**src/rtl/data_mem_responder.sv**
```systemverilog
// Data-memory responder for the MIPS load/store port: one request at a time, fixed wait
// cycles, then a word read or byte-enabled write on an internal word-addressed RAM.
module data_mem_responder #(
    parameter int unsigned DEPTH_WORDS = 64,
    parameter int unsigned LATENCY     = 2
) (
    input  logic        clk,
    input  logic        reset,
    input  logic        req_valid,
    output logic        req_ready,
    input  logic        req_write,
    input  logic [31:0] req_addr,
    input  logic [31:0] req_wdata,
    input  logic [3:0]  req_be,
    output logic        rsp_valid,
    input  logic        rsp_ready,
    output logic [31:0] rsp_rdata,
    output logic        rsp_err
);

    localparam int unsigned AW        = (DEPTH_WORDS > 1) ? $clog2(DEPTH_WORDS) : 1;
    localparam logic [29:0] DEPTH_IDX = 30'(DEPTH_WORDS);
    localparam logic [3:0]  LAT_M1    = (LATENCY > 0) ? 4'(LATENCY - 1) : 4'd0;

    typedef enum logic [1:0] {StIdle, StWait, StResp} state_e;

    state_e      state_q;
    logic [3:0]  cnt_q;
    logic        write_q;
    logic [31:0] addr_q;
    logic [31:0] wdata_q;
    logic [3:0]  be_q;
    logic        rdy_q;
    logic        rsp_valid_q;
    logic [31:0] rsp_rdata_q;
    logic        rsp_err_q;

    logic [31:0] mem [DEPTH_WORDS];

    logic          accept;
    logic          access;
    logic          acc_write;
    logic [31:0]   acc_addr;
    logic [31:0]   acc_wdata;
    logic [3:0]    acc_be;
    logic          acc_err;
    logic [AW-1:0] acc_idx;
    logic [31:0]   acc_rdata;
    logic [31:0]   rsp_rdata_d;

    // With zero latency the access uses the live request; otherwise the captured copy.
    always_comb begin
        accept = (state_q == StIdle) && rdy_q && req_valid;
        if (state_q == StIdle) begin
            acc_write = req_write;
            acc_addr  = req_addr;
            acc_wdata = req_wdata;
            acc_be    = req_be;
        end else begin
            acc_write = write_q;
            acc_addr  = addr_q;
            acc_wdata = wdata_q;
            acc_be    = be_q;
        end
        access      = reset && ((accept && (LATENCY == 0)) ||
                                ((state_q == StWait) && (cnt_q == 4'd0)));
        acc_err     = (acc_addr[1:0] != 2'b00) || (acc_addr[31:2] >= DEPTH_IDX);
        acc_idx     = acc_addr[AW+1:2];
        acc_rdata   = mem[acc_idx];
        rsp_rdata_d = (acc_err || acc_write) ? 32'd0 : acc_rdata;
    end

    // RAM has no reset; contents survive reset by design.
    always_ff @(posedge clk) begin
        if (access && acc_write && !acc_err) begin
            for (int i = 0; i < 4; i++) begin
                if (acc_be[i]) begin
                    mem[acc_idx][8*i +: 8] <= acc_wdata[8*i +: 8];
                end
            end
        end
    end

    always_ff @(posedge clk) begin
        if (!reset) begin
            state_q     <= StIdle;
            cnt_q       <= 4'd0;
            write_q     <= 1'b0;
            addr_q      <= 32'd0;
            wdata_q     <= 32'd0;
            be_q        <= 4'd0;
            rdy_q       <= 1'b0;
            rsp_valid_q <= 1'b0;
            rsp_rdata_q <= 32'd0;
            rsp_err_q   <= 1'b0;
        end else begin
            case (state_q)
                StIdle: begin
                    rdy_q <= 1'b1;
                    if (accept) begin
                        write_q <= req_write;
                        addr_q  <= req_addr;
                        wdata_q <= req_wdata;
                        be_q    <= req_be;
                        cnt_q   <= LAT_M1;
                        rdy_q   <= 1'b0;
                        if (access) begin
                            state_q     <= StResp;
                            rsp_valid_q <= 1'b1;
                            rsp_rdata_q <= rsp_rdata_d;
                            rsp_err_q   <= acc_err;
                        end else begin
                            state_q <= StWait;
                        end
                    end
                end
                StWait: begin
                    if (access) begin
                        state_q     <= StResp;
                        rsp_valid_q <= 1'b1;
                        rsp_rdata_q <= rsp_rdata_d;
                        rsp_err_q   <= acc_err;
                    end else begin
                        cnt_q <= cnt_q - 4'd1;
                    end
                end
                StResp: begin
                    if (rsp_ready) begin
                        state_q     <= StIdle;
                        rsp_valid_q <= 1'b0;
                        rsp_rdata_q <= 32'd0;
                        rsp_err_q   <= 1'b0;
                        rdy_q       <= 1'b1;
                    end
                end
                default: begin
                    state_q <= StIdle;
                end
            endcase
        end
    end

    assign req_ready = rdy_q;
    assign rsp_valid = rsp_valid_q;
    assign rsp_rdata = rsp_rdata_q;
    assign rsp_err   = rsp_err_q;

endmodule

```
**config.mk**
```make
export PLATFORM = sky130hd
export DESIGN_NAME = data_mem_responder
export DESIGN_NICKNAME = d
export VERILOG_FILES = /design/src/rtl/data_mem_responder.sv
export SDC_FILE = /design/constraint.sdc
export NUM_CORES = 2
export LEC_CHECK = 0
export CAP_MARGIN = 20
export CORE_ASPECT_RATIO = 1.25
export CORE_MARGIN = 2
export CORE_UTILIZATION = 55
export CTS_BUF_LIST = sky130_fd_sc_hd__clkbuf_8
export CTS_CLUSTER_SIZE = 8
export DETAILED_ROUTE_END_ITERATION = 16
export GPL_ROUTABILITY_DRIVEN = 1
export PLACE_DENSITY_LB_ADDON = 0.2
export SETUP_SLACK_MARGIN = 0.4
export SLEW_MARGIN = 10
export SYNTH_ARGS = -nofsm -noshare
export SYNTH_HDL_FRONTEND = slang
export SYNTH_SLANG_ARGS = --single-unit
export TNS_END_PERCENT = 5
```
**constraint.sdc**
```tcl
create_clock -name clk -period 4.04 [get_ports clk]
set_input_delay 0.404 -clock clk [delete_from_list [all_inputs] [get_ports clk]]
set_output_delay 0.404 -clock clk [all_outputs]
set_load 0.02 [all_outputs]
```
==> metrics.md <==
| Metric | Value |
|---|---|
| Status | complete, no violations |
| TritonCTS clock tree | built |
| Final RePlAce weighted congestion | 0.880 |
| Slowest-stage cell, CP | o31ai_4 |
| Pleak | 30.9 nW |
| Syn avg cell area | 15.1 sq um |
| Main synth FF type | edfxtp_1 |
| Syn Inst Count | around 5400 |
| Fin Hold WS | 0.137 ns |
| Crit path capture type | flop |
| Worst R2R Setup Slack | around 0.25 ns |
| FF+latch count, synth | ~2200 |
| Routed len/inst | ~30 microns |
| Psw | 11.6 mW |
| Initial antenna violation count | 9 |
| Reg power frac | about 55% |
| Tcrit/Tclk final | between 90% and 100% |
| Clock Skew | roughly 0.050 ns |
| Fillers | 10200 |
| Layout area overhead | 16.4% |
| Crit path max fanout | 28 |
| Hold/Removal Path Class | in -> reg |
| Die X | around 350 microns |
| Max Fclk | 264 MHz |
| Async set-reset flop share out of synthesis | 0% |
| Post-synth EDFFs | slightly above 2000 |
| Worst setup endpoint | rsp_rdata[11] |
| Seq/Total Area, Yosys | 78.6% |
| Yosys warns | 0 |
| Switching part of the total | 25.3% |
| I/O Buffers | 107 |
| Pins over their slew limit | 0 |
| CP Data Arrival Time | 4.70 ns |
| Max cap viols | 0 |
| Cell Pwr Density | 484 nW/um^2 |
| Setup violations, final | 0 |
| Total CTS buffers | 333 |
| Relative slew slack | 27.3% |
| Final min period | between 3 and 4 ns |
| FF-to-FF path depth | 8 |
| Gr usage total | 32.0% |
| Post-Syn Area | 81100 sq um |
| Post-synth top area cell | edfxtp_1 |
| DRC | 0 |
| Die area | around 150000 sq um |
| Boundary Pins | 108 |
| Post-DRT Antenna Nets | 0 |
| Layout net count | just over 6000 |
| H-Tree Level Count | 5 |
| Clock Sinks | 2158 |
| Total gr overflow | 0 |
| Clock-pin slew on the worst setup and hold paths | about 0.060 ns |
| Placeable Area | between 100000 and 150000 sq um |
| Gate power share | 11.2% |
| Post-synth top area share | 75.8% |
| CTS Root Cell | clkbuf_8 |
| Clock Path Buffers | 4 |
| Initial Util | 55.4% |
| Clk_lat worst skew | about 1.1 ns |
| Critical Path Max Stage Delay | approximately 0.9 ns |
| Synth top area cells | edfxtp_1, o22ai_1, dfxtp_1, nand2_1, nor3_1 |
| Final HPWL DP | between 100 and 150 mm |
| Critical Path Source | state_q[0] |
| Routed vias/inst | 6.62 |
| Worst R2R Start | state_q[0] |
| Layout cells sized above 1 | 16.4% |
| Unique masters post-synth | between 60 and 70 |
| Clk pwr share | 34.2% |
| Internal | 34.1 mW |
| Most frequent CP cell | nor3_1 |
| Final Hold Violating Endpoints | 0 |
| Rows | 157 |
| Worst vdd ir | 0.365 mV |
| Vias in the first global route | 52700 |
| TritonRoute pass-1 iters | 8 |
| WL final | 243 mm |
| Slew at the pin closest to its max-slew limit | 1.09 ns |
| Global-route wire length before repair | 352 mm |
| Mapped Nets | 5428 |
| DIE HEIGHT | 433 microns |
| RSZ-0062 raised after global routing | yes |
| Vias | roughly 54000 |
| Setup TNS | 0 ns |
| Required @ worst endpoint | 4.95 ns |
| Ordered list of cells on the worst path | buf_4 > nor2_4 > o31ai_4 > nand2_2 > buf_12 > nor3_1 > nor3_1 > a22o_1 |
| RR Endpoint | rsp_rdata[11] |
| Setup CP Type | reg -> reg |
| Largest net degree at the start of global routing | 70 |
| Starting DRT DRC Count | 7039 |
| Startpoint Class | flop |
[synth_stat cells (all sizes together) (51+ instances only)]
cell / number
nor4: 51
a32oi: 52
nand2: 527
o21ai: 152
clkbuf: 150
a21boi: 75
dfxtp: 110
edfxtp: 2048
nor2: 230
buf: 265
nor3: 365
a21oi: 201
o22ai: 702
o221ai: 100
[how the worst min path moves through the flow]
stage	from	to	depth (start not counted)
2_1_floorplan	write_q	write_q	2
3_3_place_gp	wdata_q[18]	wdata_q[18]	2
3_5_place_dp	wdata_q[2]	wdata_q[2]	2
4_1_cts	rsp_ready	req_ready	5
5_1_grt	rsp_ready	req_ready	5
6_report	rsp_ready	req_ready	5
[placed cells by master (no fill, tap or decap), drive strengths merged, types with 11 or more instances in the layout]
cell           instances
nand3                 29
o22ai                702
a22oi                 13
o32ai                 16
nor3                 365
a32oi                 52
dfxtp                110
a211oi                18
a31oi                 25
o221ai               100
o31ai                 20
or3                   11
buf                  582
nor4                  51
clkbuf               344
clkdlybuf4s50        106
o22a                  20
nor2                 230
o21a                  22
a22o                  27
a21oi                201
inv                  154
dlygate4sd3           67
edfxtp              2048
o21ai                152
a21boi                75
o211ai                13
nand2                527
mux2i                 11
[state kept, by name (all words and copies together) (netlist names)]
signal     count
addr_q        32
be_q           4
cnt_q          4
mem         2048
req_ready      1
rsp_err        1
rsp_rdata     32
rsp_valid      1
state_q        2
wdata_q       32
write_q        1
[metal layers]
| layer | up-vias | share of wire [%] | track usage (%) |
|---|---|---|---|
| met4 | 4 | 4.4 | 14.0 |
| met5 | - | 0.011 | 0 |
| li1 | 22700 | - | - |
| met3 | 573 | 11 | 6.67 |
| met1 | 26800 | 37 | 42.7 |
| met2 | 3575 | 48 | 51.4 |
[timing repair]
action / CTS / global route
hold buffers: 67 / 0
setup endpoints to repair: 228 / 505
gates cloned: 0 / 0
resized for setup: 2 / 12
hold endpoints to repair: 77 / 0
setup buffers: 0 / 0
[power by group through the flow]
stage	clock, mW	combinational, mW	sequential [mW]
floorplan	0	2.51	25.5
global placement	0	4.85	25.5
detailed placement	0	4.91	25.5
CTS	15.7	4.97	25.0
global route	16.6	5.30	25.0
finish	15.6	5.10	25.0
[per-stage QoR]
stage	power, mW	cell area (sq um)	cells	setup slack, ns	utilization (%)
floorplan	28.0	81100	5353	0.827	-
global placement	30.3	88300	7533	0.0346	60.3
detailed placement	30.4	88300	7533	0.0144	60.3
CTS	45.7	94300	8106	0.260	64.5
global route	46.9	94400	8109	0.296	64.5
finish	45.7	94400	8113	0.245	64.5
[final cells by class]
cell class              count  area [sq um]  area share [%]
multi-input cells        2775         15900            16.8
clock inverters           162           632           0.669
inverters                   5          18.8          0.0199
repair buffers            755          7060            7.48
flip-flops and latches   2158         63700            67.5
diodes                      6          15.0          0.0159
well taps                1908          2390            2.53
clock buffers             344          4730            5.01
[critical path, delay by kind of cell (launching register included)]
family / cells / cell delay [ns]
AND/OR/NAND/NOR: 4 / 1.40
AO/OA/AOI/OAI: 2 / 1.10
buffers and inverters: 2 / 0.61
flip-flops: 1 / 0.51
[logic make-up after synthesis]
kind of cell / Yosys count / share of synthesized area (%)
mux: 15 / 0.191
compound gates: 1499 / 12.1
buf+inv: 420 / 2.25
simple gates: 1257 / 6.83
flops: 2158 / 78.6
xor+xnor: 2 / 0.0216
fa+ha+maj: 2 / 0.0309
Power figures use the tool's default switching activity.
